[src/rtl/requant_shift_arbiter.sv]
// requant_shift_arbiter
//   Shares one rounding divide-by-power-of-two datapath among NUM_REQ requesters
//   in the requantisation stage. Requests are picked round-robin. Each one passes
//   through an operand register (S1), the combinational divider, and a result
//   register (S2). Its response is then returned only to the requester that issued it.
//
// Ports
//   clk           single clock, all state on the rising edge
//   rst           synchronous, active-high reset
//   req_valid     per-requester request valid
//   req_ready     per-requester accept (one-hot or zero)
//   req_dividend  32-bit dividend per requester, requester i at [32*i +: 32]
//   req_exponent  6-bit shift per requester, requester i at [6*i +: 6]
//   rsp_valid     per-requester response valid (one-hot or zero)
//   rsp_ready     per-requester response accept
//   rsp_quotient  shared result bus for the requester whose rsp_valid is high
//   rsp_err       result came from an exponent above 31 that was clamped
//   busy          either pipeline stage is occupied

`timescale 1ns/1ps

// Unsigned divide by 2^exponent with round-half-up. The bit just below the
// cut is the rounding increment. The sum cannot overflow for exponent >= 1,
// because the shifted value is then below 2^31.
module divider_by_powerof2 (
    input  logic [31:0] dividend,
    input  logic [4:0]  exponent,
    output logic [31:0] quotient
);
    logic round_bit;

    always_comb begin
        round_bit = 1'b0;
        if (exponent != 5'd0) begin
            round_bit = dividend[exponent - 5'd1];
        end
        quotient = (dividend >> exponent) + {31'd0, round_bit};
    end
endmodule

module requant_shift_arbiter #(
    parameter int NUM_REQ = 4
) (
    input  logic                   clk,
    input  logic                   rst,
    input  logic [NUM_REQ-1:0]     req_valid,
    output logic [NUM_REQ-1:0]     req_ready,
    input  logic [32*NUM_REQ-1:0]  req_dividend,
    input  logic [6*NUM_REQ-1:0]   req_exponent,
    output logic [NUM_REQ-1:0]     rsp_valid,
    input  logic [NUM_REQ-1:0]     rsp_ready,
    output logic [31:0]            rsp_quotient,
    output logic                   rsp_err,
    output logic                   busy
);
    localparam int ID_W = $clog2(NUM_REQ);

    logic            v1, v2;
    logic [ID_W-1:0] id1, id2;
    logic [31:0]     dividend1;
    logic [4:0]      exp1;
    logic            err1;
    logic [31:0]     quotient2;
    logic            err2;
    logic [ID_W-1:0] rr;

    logic            s1_adv, s2_adv;
    logic            grant_found;
    logic [ID_W-1:0] grant_id;
    logic            req_fire;
    logic [31:0]     sel_dividend;
    logic [5:0]      sel_exponent;
    logic [31:0]     div_quotient;

    // S2 empties when its holder accepts. S1 can move whenever S2 can take it.
    assign s2_adv   = ~v2 | rsp_ready[id2];
    assign s1_adv   = ~v1 | s2_adv;
    assign req_fire = grant_found & s1_adv;
    assign busy     = v1 | v2;

    // Round-robin search that starts at rr and wraps at NUM_REQ.
    always_comb begin
        grant_found = 1'b0;
        grant_id    = '0;
        for (int k = 0; k < NUM_REQ; k++) begin
            if (!grant_found && req_valid[(int'(rr) + k) % NUM_REQ]) begin
                grant_found = 1'b1;
                grant_id    = ID_W'((int'(rr) + k) % NUM_REQ);
            end
        end
    end

    always_comb begin
        req_ready = '0;
        if (req_fire) begin
            req_ready[grant_id] = 1'b1;
        end
    end

    assign sel_dividend = req_dividend[32*int'(grant_id) +: 32];
    assign sel_exponent = req_exponent[6*int'(grant_id) +: 6];

    divider_by_powerof2 u_div (
        .dividend (dividend1),
        .exponent (exp1),
        .quotient (div_quotient)
    );

    always_comb begin
        rsp_valid = '0;
        for (int i = 0; i < NUM_REQ; i++) begin
            rsp_valid[i] = v2 && (id2 == ID_W'(i));
        end
    end

    assign rsp_quotient = quotient2;
    assign rsp_err      = err2;

    // Pipeline registers and the round-robin pointer. The S2 payload only
    // changes when a valid entry moves in. This keeps the response bus steady
    // while a requester stalls.
    always_ff @(posedge clk) begin
        if (rst) begin
            v1        <= 1'b0;
            v2        <= 1'b0;
            id1       <= '0;
            id2       <= '0;
            dividend1 <= '0;
            exp1      <= '0;
            err1      <= 1'b0;
            quotient2 <= '0;
            err2      <= 1'b0;
            rr        <= '0;
        end else begin
            if (s2_adv) begin
                v2 <= v1;
                if (v1) begin
                    id2       <= id1;
                    quotient2 <= div_quotient;
                    err2      <= err1;
                end
            end
            if (s1_adv) begin
                v1 <= req_fire;
                if (req_fire) begin
                    id1       <= grant_id;
                    dividend1 <= sel_dividend;
                    exp1      <= sel_exponent[5] ? 5'd31 : sel_exponent[4:0];
                    err1      <= sel_exponent[5];
                    if (int'(grant_id) == NUM_REQ - 1) begin
                        rr <= '0;
                    end else begin
                        rr <= grant_id + ID_W'(1);
                    end
                end
            end
        end
    end
endmodule
[config.mk]
export PLATFORM = sky130hd
export DESIGN_NAME = requant_shift_arbiter
export DESIGN_NICKNAME = d
export VERILOG_FILES = /design/src/rtl/requant_shift_arbiter.sv
export SDC_FILE = /design/constraint.sdc
export NUM_CORES = 1
export LEC_CHECK = 0
export BUFFER_PORTS_ARGS = -buffer_cell sky130_fd_sc_hd__buf_2
export CORE_UTILIZATION = 55
export CTS_CLUSTER_DIAMETER = 60
export CTS_CLUSTER_SIZE = 14
export DETAILED_ROUTE_END_ITERATION = 12
export PLACE_DENSITY_LB_ADDON = 0.3
export SETUP_SLACK_MARGIN = 0.05
export SYNTH_ARGS = -nofsm -noshare
export SYNTH_HDL_FRONTEND = slang
export SYNTH_SLANG_ARGS = --single-unit
[constraint.sdc]
create_clock -name clk -period 10.92 [get_ports clk]
set_clock_uncertainty 0.05 [all_clocks]
set_input_delay 1.092 -clock clk [delete_from_list [all_inputs] [get_ports clk]]
set_output_delay 1.092 -clock clk [all_outputs]
set_load 0.005 [all_outputs]
# ---- Word level (Yosys, flattened, before mapping)
# Index checks and enable logic that the tools add are counted.
dict set report op_classes {
  n_addsub 6
  n_mul 1
  magnitude_cmp 8
  n_eq_ne 4
  n_shift 3
  mux 29
  n_bitwise 9
  reduce_logical 18
}
# op count
set ops {}
lappend ops {{indexed part select 128 x 8 -> 32 bit} 1}
lappend ops {{adder 32 x 1 -> 32 bit} 1}
lappend ops {{>> shifter 32 x 5 -> 32 bit} 1}
lappend ops {{indexed part select 24 x 6 -> 6 bit} 1}
lappend ops {{two-way mux 1 bit} 15}
lappend ops {{< comparator 3 x 4 -> 1 bit, second input constant} 3}
lappend ops {{binary-select mux 1 bit (select 2 bit)} 5}
lappend ops {{two-way mux 2 bit} 5}
lappend ops {{< comparator 2 x 3 -> 1 bit, second input constant} 3}
lappend ops {{logical AND 1 bit} 8}
lappend ops {{< comparator 5 x 6 -> 1 bit, second input constant} 1}
lappend ops {{OR reduction 2 bit} 3}
lappend ops {{binary-select mux 1 bit (select 5 bit)} 1}
lappend ops {{two-way mux 5 bit} 1}
lappend ops {{nonzero test 5 bit} 1}
lappend ops {{subtractor 5 x 1 -> 5 bit, second input constant} 1}
lappend ops {{adder 2 x 1 -> 2 bit, second input constant} 2}
lappend ops {{adder 2 bit, second input constant} 2}
lappend ops {{equality test 2 x 1 -> 1 bit, second input constant} 2}
lappend ops {{equality test 2 bit, second input constant} 2}
lappend ops {{multiplier 2 x 2 -> 4 bit, first input constant} 1}
lappend ops {{two-way mux 4 bit} 1}
lappend ops {{AND reduction 2 bit} 2}
lappend ops {{bitwise AND 1 bit, first input constant} 3}
lappend ops {{other kinds (7)} 12}
dict set report word_totals {
  ff_bits 79
  input_bits 162
  out_inout_bits 42
  word_cells 88
}

# ---- Logic depth before layout (Yosys ltp)
dict set report logic_depth {
  ltp_word 19
  ltp_mapped 21
  depth_no_buf 16
}

# ---- Cells and area by module
# A second synthesis with hierarchy kept.
dict set report hier_totals {
  hier_cells 989
  hier_area_um2 7885.1
}
# module instances cells_each area_each_um2 seq_area_each_um2
set by_module_without_submodules {}
lappend by_module_without_submodules {requant_shift_arbiter 1 590 4383.0 1581.5}
lappend by_module_without_submodules {divider_by_powerof2 1 399 3502.1 0.0}

# ---- Worst setup path after synthesis
# No wires, ideal clock.
dict set report synth_timing {
  kind {flip-flop to flip-flop}
  start {register exp1[0]}
  end {register quotient2[19] (netlist: rsp_quotient[19])}
  setup_time_ns 0.079
  arrival_ns 4.306
  t_required_ns 10.791
  slack_ns 6.485
  stages_incl_launch_ff 18
  n_path_buf 6
  period_less_slack_ns 4.435
  path_cell_list {dfxtp_1 > buf_2 > buf_2 > buf_2 > buf_2 > buf_1 > nor3_1 > xnor2_1 > mux4_2 > mux2i_1 > a21oi_1 > ha_1 > or4b_2 > nor4_4 > nand4b_1 > clkbuf_1 > or4_1 > o211ai_1}
}
dict set report synth_via {
  elab_chain_cells 5
  word_cells_on_any_way 7
  cone_classes {2 x add/sub; 1 x shift; 3 x mux; 1 x reduce/logical}
}
# element line_no
set synth_lines {}
lappend synth_lines {{from (decl)} 61} ;# logic [4:0] exp1;
lappend synth_lines {{from (signal assigned)} 148} ;# exp1 <= sel_exponent[5] ? 5'd31 : sel_exponent[4:0];
lappend synth_lines {{subtractor 5 x 1 -> 5 bit} 35} ;# round_bit = dividend[exponent - 5'd1];
lappend synth_lines {{binary-select mux 1 bit (select 5 bit)} 35}
lappend synth_lines {{two-way mux 1 bit (implied by the code)} 35}
lappend synth_lines {{two-way mux 1 bit} 34} ;# if (exponent != 5'd0) begin
lappend synth_lines {{adder 32 x 1 -> 32 bit (*)} 37} ;# quotient = (dividend >> exponent) + {31'd0, round_bit};
lappend synth_lines {{to (signal assigned)} 139} ;# quotient2 <= div_quotient;
lappend synth_lines {{to (decl)} 63} ;# logic [31:0] quotient2;
# Every way passes the cells marked *; elsewhere a longest branch is shown, timed or not. The select of a mux whose other input is x is not followed.
# A chain may end at the register's enable or synchronous reset.

# ---- Worst setup path in the final report
dict set report layout_timing {
  start {register exp1[0]}
  end {register quotient2[21] (netlist: rsp_quotient[21])}
}
# The elaborated chain is that of the path after synthesis.

==> impl_results.md <==
* Outcome: completed
* Num CTS Buffers at 9
* Synth async-reset ratio at 0
* Fraction of layout cells with a size suffix above 1 at 0.296
* Area added between synthesis and finish at 16.5%
* Slew at the pin with the worst max-slew slack at 1110 ps
* Number of post-CTS setup repair buffers at 0
* Starting Density at 0.570
* Power per cell area at 204 nW/um2
* Number of flops mapped to enable cells by yosys at 0
* Cells traversed along the worst timing path: buf_4 -> inv_2 -> ha_1 -> xnor2_1 -> mux4_2 -> nor2b_1 -> a211oi_1 -> a31oi_1 -> mux2i_1 -> a21oi_1 -> ha_1 -> or4b_2 -> nor4_4 -> nand4b_1 -> or3_1 -> a311oi_1
* CTS Root Buffer Type: clkbuf_16
* Internal power at 0.964 mW
* Nets at 1280
* Number of cells upsized or downsized after cts at 0
* Crit path DAT at 5810 ps
* Critical path depth at 16
* Clock network latency to the later pin of the worst-skew pair at 360 ps
* Clock Tree Buf Depth at 2
* Synth Net Count at 1137
* Leakage power of the design at 3.66 nW
* Minimum clock period after layout at 5600 ps
* Placer congestion estimate at 0.992
* Final ANT Viol Nets at 0
* Maximum single-stage delay on the critical path at 660 ps
* Detail Placement HPWL at 18.7 mm
* Global-route wire length before repair at 40.0 mm
* Routed vias/inst at 6.38
* Clock group share of total power at 0.166
* Comb power frac at 0.590
* YS warnings at 0
* Flip-flop and latch count after synthesis at 79
* Vias post-DR at 8241
* HP Class: register to register
* Cell depth of the worst min-delay path at 2
* Level count of the clock H-tree at 3
* Syn Inst Count at 968
* Number of global-route vias before repair at 7606
* Number of max-slew violations in the final report at 0
* Seq/Total Area, Yosys at 0.208
* Clock tree from TritonCTS: done
* Count of clock tree sinks at 79
* Post-DR wirelength/cell at 19.6 um
* Req. time, crit path at 11130 ps
* Floorplan row count at 42
* Final worst-path setup slack at 5320 ps
* Type of element launching the critical path: register
* Worst-case vdd ir drop at 94.9 uV
* Congestion Overflow GR at 0
* Switching Fraction at 0.468
* IO Count at 204
* Depth of the worst register-to-register path at 16
* Delay-heaviest family, CP: simple AND/OR/NAND/NOR gates
* Post-synthesis instance area at 7610 um2
* Maximum net fanout on the critical path at 63
* Fill cell total of the finished layout at 1196
* DRC violations left at 0
* Max cap viols at 0
* Count of TritonRoute iterations in the first routing pass at 8
* Synth Area per Inst at 7.86 um2
* Final cycle utilization of the critical path at 0.513
* Setup Slack @ Placement at 5450 ps
* Worst slew margin relative to its limit at 0.263
* Peak Freq at 179 MHz
* Port Buf Inserts at 203
* Core Box Area at 13300 um2
* Aggregate routed wire length at 25.3 mm
* Unique masters post-synth at 81
* Sequential cell fraction of total power at 0.244
* Buf/Inv on CP at 2
* Maximum number of pins on one net before global-route repair at 80
* Area of the multi-input gates at 5610 um2
* Final hold viol count at 0
* Dominant synthesized flop cell: dfxtp_1
* Vert. Die Dim at 120 um
* Storage element area at 1580 um2
* Clock-pin slew reported for the worst setup and hold paths after clock tree synthesis at 70 ps
* Horizontal die dimension at 120 um
* Cell with the most instances on the worst path: ha_1
* Initial antenna violation count at 0
* Slowest cell on the critical path: or4b_2
* Total Die Area at 14300 um2
* Total negative slack at 0 ps
* First DRT Iteration DRCs at 756
* Startpoint-to-endpoint class of the critical path: register to register
* Sw Pwr at 0.847 mW
* Total setup violations reported at the end of the flow at 0
* Total global routing track utilization at 0.355
* Antenna Cells at 0
* Number of hold-repair buffers added at the cts stage at 0
* Crit path capture type: register
* Unrepaired setup endpoints after global routing: no
## worst reg2reg max path, delay by kind of cell (launching register included)
family / cells / cell delay [ps]
and+or+nand+nor: 5 / 2110
buffers and inverters: 2 / 1030
AOI/OAI and AO/OA: 4 / 650
adders and majority gates: 2 / 580
xor gates and xnor gates: 1 / 390
muxes: 2 / 390
DFF: 1 / 320
## registers in the layout, summed over array words and instances, names as in the netlist
| register | count |
|---|---|
| v1 | 1 |
| id2 | 2 |
| rr | 2 |
| id1 | 2 |
| v2 | 1 |
| exp1 | 5 |
| rsp_quotient | 32 |
| err1 | 1 |
| dividend1 | 32 |
| rsp_err | 1 |
## worst paths after layout
kind,start,end,slack (ps)
max reg2reg,exp1[0],rsp_quotient[21],5320
min reg2reg,rsp_quotient[15],rsp_quotient[15],400
max,exp1[0],rsp_quotient[21],5320
min,rsp_quotient[15],rsp_quotient[15],400
## metal layers
layer  global-route usage  vias to the layer above  part of all wire
met5                    0                        -                 0
met4                0.182                        0             0.045
met3               0.0523                       88             0.072
met2                0.592                      411              0.48
met1                0.443                     3832              0.40
li1                     -                     3910                 -
## power by group through the flow
stage                     registers, mW  logic (mW)  clock network (mW)
after floorplan                   0.396       0.820                   0
after global placement            0.441        1.04                   0
after detailed placement          0.443        1.05                   0
after CTS                         0.437        1.05               0.299
after global routing              0.449        1.16               0.313
final                             0.442        1.07               0.301
## kinds of logic after synthesis
family | count (synthesis) | share of synthesized area
compound gates | 241 | 0.228
fa+ha+maj | 7 | 0.0115
flops | 79 | 0.208
mux | 99 | 0.198
buf+inv | 98 | 0.0577
xor+xnor | 17 | 0.0196
simple gates | 427 | 0.277
## layout by cell type, fill, tap and decap left out, drive strengths merged, types with 7 or more instances in the layout
cell	instances
nor2	116
buf	215
nor2b	8
or2	8
a211oi	45
mux4	38
or3	9
a311oi	43
nand3	21
nand3b	10
xor2	7
ha	7
nor3	17
dfxtp	79
o211ai	7
and2	42
o21ai	21
nand2b	13
or4	11
mux2	30
mux2i	31
nor4	8
a21oi	58
inv	15
xnor2	10
nand2	137
clkbuf	10
## synth_stat cells, drive strengths merged, types with 4 or more instances
cell type	number	area, um2
nor3	17	85.1
a21oi	58	290
nand3	21	105
nand3b	10	75.1
nand2	137	514
nor4	8	86.3
and2	42	263
or2	8	50.1
nand4	5	31.3
o22ai	6	37.5
o21ai	21	105
or3	9	56.3
xnor2	10	87.6
inv	13	48.8
dfxtp	79	1580
nor2b	8	50.1
nand2b	13	81.3
mux2	30	338
o31ai	5	37.5
o32ai	4	35.0
or4	11	82.6
buf	27	171
o211ai	7	52.6
a31o	4	35.0
nor2	116	435
a211oi	45	338
xor2	7	61.3
a22oi	6	45.0
mux2i	31	310
nand4b	4	50.1
clkbuf	56	211
nor3b	4	30.0
and3	6	37.5
a311oi	43	377
ha	7	87.6
mux4	38	860
## final cells by class
type	count	area share
well taps	176	0.0248
clock buffers	10	0.0269
inverters	15	0.00635
repair buffers	215	0.125
flip-flops and latches	79	0.179
clock inverters	6	0.00593
multi-input cells	791	0.633
## metrics by stage
step / power, mW / hold WS (ps) / util / cells / instance area, um2
after floorplan: 1.22 / 382 / - / 968 / 7610
after global placement: 1.48 / 383 / 0.643 / 1276 / 8580
after detailed placement: 1.49 / 393 / 0.643 / 1276 / 8580
after CTS: 1.79 / 403 / 0.664 / 1292 / 8870
after global routing: 1.92 / 424 / 0.664 / 1292 / 8870
final: 1.81 / 399 / 0.664 / 1292 / 8870
No activity file was read; power rests on OpenSTA's default activity.
